**src/rtl/com_dm_sequencer.sv**
```systemverilog
`default_nettype none
// +----------------------------------------------------------------------------+
// | com_dm_sequencer                                                           |
// | Streams a job into DM, hands DM to the processor, streams results back out.|
// | Revision: 1.0                                                              |
// +----------------------------------------------------------------------------+
module com_dm_sequencer #(
  parameter logic [15:0] LOAD_BASE   = 16'h0000,
  parameter int unsigned LOAD_LEN    = 256,
  parameter logic [15:0] RESULT_BASE = 16'h0100,
  parameter int unsigned RESULT_LEN  = 16
) (
  input  logic        clk,
  input  logic        rst_n,
  input  logic        i_start,
  input  logic [15:0] i_in_data,
  input  logic        i_in_valid,
  output logic        o_in_ready,
  output logic [15:0] o_out_data,
  output logic        o_out_valid,
  input  logic        i_out_ready,
  output logic        o_proc_start,
  input  logic        i_proc_done,
  output logic [1:0]  o_status,
  output logic [15:0] o_com_data_in,
  output logic [15:0] o_com_addr,
  output logic        o_com_wr_en,
  input  logic [15:0] i_com_data_out,
  output logic        o_busy,
  output logic        o_done
);

  localparam logic [15:0] C_LOAD_LAST   = 16'(LOAD_LEN - 1);
  localparam logic [15:0] C_RESULT_LAST = 16'(RESULT_LEN - 1);
  localparam logic [1:0]  C_ST_COM_WR   = 2'b00;
  localparam logic [1:0]  C_ST_PROC     = 2'b01;
  localparam logic [1:0]  C_ST_COM_RD   = 2'b10;

  typedef enum logic [2:0] {
    S_IDLE    = 3'd0,
    S_LOAD    = 3'd1,
    S_WRITE   = 3'd2,
    S_RUN     = 3'd3,
    S_RD_ADDR = 3'd4,
    S_RD_CAP  = 3'd5,
    S_OUT     = 3'd6,
    S_FIN     = 3'd7
  } state_t;

  state_t      r_state, w_next;
  logic [15:0] r_cnt, w_cnt_next;
  logic [1:0]  w_status;
  logic        w_accept;

  logic        r_in_ready, r_out_valid, r_proc_start, r_com_wr_en, r_busy, r_done;
  logic [15:0] r_out_data, r_com_data_in, r_com_addr;
  logic [1:0]  r_status;

  assign w_accept = (r_state == S_LOAD) && i_in_valid && r_in_ready;

  always_comb begin
    w_next     = r_state;
    w_cnt_next = r_cnt;
    case (r_state)
      S_IDLE: begin
        if (i_start) begin
          w_next     = S_LOAD;
          w_cnt_next = '0;
        end
      end
      S_LOAD:    if (w_accept) w_next = S_WRITE;
      S_WRITE: begin
        if (r_cnt == C_LOAD_LAST) begin
          w_next = S_RUN;
        end else begin
          w_next     = S_LOAD;
          w_cnt_next = r_cnt + 16'd1;
        end
      end
      S_RUN: begin
        if (i_proc_done) begin
          w_next     = S_RD_ADDR;
          w_cnt_next = '0;
        end
      end
      S_RD_ADDR: w_next = S_RD_CAP;
      S_RD_CAP:  w_next = S_OUT;
      S_OUT: begin
        if (i_out_ready) begin
          if (r_cnt == C_RESULT_LAST) begin
            w_next = S_FIN;
          end else begin
            w_next     = S_RD_ADDR;
            w_cnt_next = r_cnt + 16'd1;
          end
        end
      end
      S_FIN:     w_next = S_IDLE;
      default:   w_next = S_IDLE;
    endcase
  end

  // Selector mode follows the state being entered, so it is valid in that state's first cycle.
  always_comb begin
    w_status = C_ST_COM_WR;
    case (w_next)
      S_RUN:                       w_status = C_ST_PROC;
      S_RD_ADDR, S_RD_CAP, S_OUT:  w_status = C_ST_COM_RD;
      default:                     w_status = C_ST_COM_WR;
    endcase
  end

  always_ff @(posedge clk or negedge rst_n) begin
    if (!rst_n) begin
      r_state       <= S_IDLE;
      r_cnt         <= '0;
      r_in_ready    <= 1'b0;
      r_out_valid   <= 1'b0;
      r_out_data    <= '0;
      r_proc_start  <= 1'b0;
      r_status      <= C_ST_COM_WR;
      r_com_data_in <= '0;
      r_com_addr    <= '0;
      r_com_wr_en   <= 1'b0;
      r_busy        <= 1'b0;
      r_done        <= 1'b0;
    end else begin
      r_state      <= w_next;
      r_cnt        <= w_cnt_next;
      r_in_ready   <= (w_next == S_LOAD);
      r_com_wr_en  <= (w_next == S_WRITE);
      r_proc_start <= (w_next == S_RUN) && (r_state != S_RUN);
      r_busy       <= (w_next != S_IDLE);
      r_done       <= (w_next == S_FIN);
      r_status     <= w_status;

      if (w_accept) begin
        r_com_data_in <= i_in_data;
        r_com_addr    <= LOAD_BASE + r_cnt;
      end else if (w_next == S_RD_ADDR) begin
        r_com_addr    <= RESULT_BASE + w_cnt_next;
      end

      // DM read data arrives the cycle after the address, i.e. during RD_CAP.
      if (r_state == S_RD_CAP) begin
        r_out_data  <= i_com_data_out;
        r_out_valid <= 1'b1;
      end else if ((r_state == S_OUT) && i_out_ready) begin
        r_out_valid <= 1'b0;
      end
    end
  end

  assign o_in_ready    = r_in_ready;
  assign o_out_data    = r_out_data;
  assign o_out_valid   = r_out_valid;
  assign o_proc_start  = r_proc_start;
  assign o_status      = r_status;
  assign o_com_data_in = r_com_data_in;
  assign o_com_addr    = r_com_addr;
  assign o_com_wr_en   = r_com_wr_en;
  assign o_busy        = r_busy;
  assign o_done        = r_done;

endmodule
`default_nettype wire
```
**config.mk**
```make
export PLATFORM = sky130hd
export DESIGN_NAME = com_dm_sequencer
export DESIGN_NICKNAME = d
export VERILOG_FILES = /design/src/rtl/com_dm_sequencer.sv
export SDC_FILE = /design/constraint.sdc
export NUM_CORES = 1
export LEC_CHECK = 0
export CORE_UTILIZATION = 45
export DETAILED_ROUTE_END_ITERATION = 12
export PLACE_DENSITY = 0.81
export SETUP_SLACK_MARGIN = 0.02
export SKIP_CTS_REPAIR_TIMING = 1
export SYNTH_ARGS = -nofsm -noshare
export SYNTH_HDL_FRONTEND = slang
export SYNTH_SLANG_ARGS = --single-unit
```
**constraint.sdc**
```tcl
create_clock -name clk -period 3.7 [get_ports clk]
set_input_delay 0.74 -clock clk [delete_from_list [all_inputs] [get_ports clk]]
set_output_delay 0.74 -clock clk [all_outputs]
set_load 0.01 [all_outputs]
```
==> metrics.cfg <==
[run_status]
status = finished clean

[power_and_ir_drop]
power.leakage_nw = 1.97
sw_frac_of_total_pct = 30.9
powerDensity_nw_per_um2 = 692
peakVddDrop_v = 0.000522
internal_power_w = 0.00228
power_frac_seq_pct = 37.3
clockPowerShare_pct = 24.9
p_comb_share_pct = 37.8
p_sw_w = 0.00102

[synth]
synth_warnings = 0
synth.area.top_cells = dfrtp_1 (54%), mux2_2 (10%), nand2_1 (4.3%), a22oi_1 (3.0%), o21ai_0 (2.2%)
synth_edf_count = 0
ys_ff_latch = 75
ys_seq_area_share_pct = 54.1
synth_area_leader_cell = dfrtp_1
syn_avg_cell_area_um2 = 11.1
syn_inst = 313
yosys.area.top_type_share_pct = 54.1
synthFlopType = dfrtp_1
syn_nets = 353
synth-async-reset-ratio_pct = 100
synth.distinct_cells = 53
synth_area_um2 = 3470

[sta]
fmax_ghz = 0.299
worst_pin_slew_ns = 0.691
fin_crit_ns = 3.34
period_share_pct = 90.2
maxSlewHeadroom_pct = 53.8
setup_viol = 0
finalHoldWorstSlack_ns = 0.390
fin_skew_ns = 0.00781
drv_slew = 0
timing.final.ws_setup_ns = 0.361
final.setup.tns_ns = 0
finalHoldViolCount = 0
grt_setup_unrepaired = no

[clocking]
cts.reportedPaths.clkPinSlew_ns = 0.08
clockBufferDepth = 2
insertion_delay_ns = 0.35
cts_tree = yes
h-tree-depth = 3
numCtsBuffers = 9
clock-sinks = 75
cts_root_buf = clkbuf_8

[drt]
wl_um = 7960
vias_per_cell = 5.51
drc = 0
wl_per_cell_um = 15.6
final_antenna_net_count = 0
drtPass1Iterations = 5
drt_iter0_drc = 240
vias = 2807

[min_path]
hold_path_class = in2async

[global_route]
grt_max_degree = 76
track_usage_pct = 21.1
grt-ovfl-total = 0
antenna_found_initial = 0
grt_pass1_wl_um = 13600
grt_pass1_vias = 2879

[placement]
port-buffer-count = 93
gp_congestion = 0.866
placed_area_um2 = 4500
hpwlAfterDp_um = 5600
place_ws_ns = 0.320

[cells_and_area]
syn_to_final_growth_pct = 37.3
mostFrequentLayoutCell = clkdlybuf4s50_1
final_cell_area_um2 = 4760
nets = 446
diodes = 0
final_cell_mix = clkdlybuf4s50_1 (92), dfrtp_1 (75), nand2_1 (40)
drive_above_1_share_pct = 16.6

[critical_path]
end_kind = flip-flop
cp-start-kind = flip-flop
required_ns = 3.92
crit_arrival_ns = 3.56
critical_path_class = reg2reg
cp_max_fo = 16

[die]
die_area_um2 = 8060
num_rows = 31
die_w_um = 89.8
pin_count = 94
die_y_um = 89.8
initial_core_util_pct = 47.1
core-area_um2 = 7370

[run]
drv_cap = 0

[state kept, by name (all words and copies together) (netlist names), 2 cells and up]
register and cells:
o_com_addr 16, o_com_data_in 16, o_out_data 16, r_cnt 16, r_state 3, o_status 2
[synth_stat cells (3+ instances only)]
library cell,instances
a21oi_1,7
a22oi_1,14
and2_1,3
and3_1,7
buf_2,6
clkbuf_1,8
dfrtp_1,75
inv_1,4
mux2_2,32
nand2_1,40
nand3_1,11
nand4_1,5
nor2_1,10
nor3_1,4
nor4_1,3
o21ai_0,15
o21ai_1,7
o31ai_1,4
or2_2,3
or3_1,5
xnor2_1,5
xor2_1,3
[logic make-up (layout without fill, tap and decap cells)]
group	count (synthesis)	in the layout	share of synthesized area, %
fa+ha+maj	2	2	0.721
compound gates	65	65	13.1
xor+xnor	8	8	2.02
mux	33	33	10.7
simple gates	108	108	16.5
buf+inv	22	119	2.81
flops	75	75	54.1
[power groups by stage]
stage | Sequential (W) | Clock [W] | Combinational, W
6_report | 0.00123 | 0.000821 | 0.00125
5_1_grt | 0.00126 | 0.000866 | 0.00134
4_1_cts | 0.00123 | 0.000838 | 0.00126
3_5_place_dp | 0.00124 | 0 | 0.00125
3_3_place_gp | 0.00122 | 0 | 0.00122
2_1_floorplan | 0.00130 | 0 | 0.000544
[metrics by stage]
stage          power, W  util [%]  cells
4_1_cts         0.00333      64.6    509
2_1_floorplan   0.00184         -    313
3_3_place_gp    0.00245      61.1    494
5_1_grt         0.00346      64.6    509
6_report        0.00330      64.6    509
3_5_place_dp    0.00249      61.1    494
[layout make-up]
cell class	count	area [um^2]
Fill cell	576	2610
Sequential cell	75	1880
Multi-Input combinational cell	216	1500
Timing Repair Buffer	99	983
Clock inverter	6	138
Clock buffer	9	124
Tap cell	99	124
Inverter	5	18.8
[routing by layer]
layer	global-route usage (%)	up-vias	part of all wire [%]
met5	0	-	0
met4	6.97	0	1.3
met3	8.63	10	7.7
met2	33.8	96	48
met1	25.8	1386	43
li1	-	1315	-
[critical path: stages, from the launching register on]
cell and delay [ns]:
dfrtp_1 0.47, ha_1 0.23, and3_1 0.35, nand4_1 0.32, a221oi_4 0.70, a2bb2oi_1 0.26
inv_2 0.12, o211ai_1 0.12, nor4bb_2 0.34, xnor2_1 0.19, o221ai_2 0.12
[worst paths after layout]
kind / to / cells past startpoint / slack (ns) / start
max: o_com_addr[15] / 10 / 0.36 / r_cnt[0]
min: o_out_data[1] / 2 / 0.39 / rst_n
max reg2reg: o_com_addr[15] / 10 / 0.36 / r_cnt[0]
min reg2reg: o_com_addr[0] / 2 / 0.48 / o_com_addr[0]
max in group asynchronous: o_out_data[3] / 2 / 2.98 / rst_n
min in group clk: o_com_addr[0] / 2 / 0.48 / o_com_addr[0]
No activity file was read; power rests on OpenSTA's default activity.
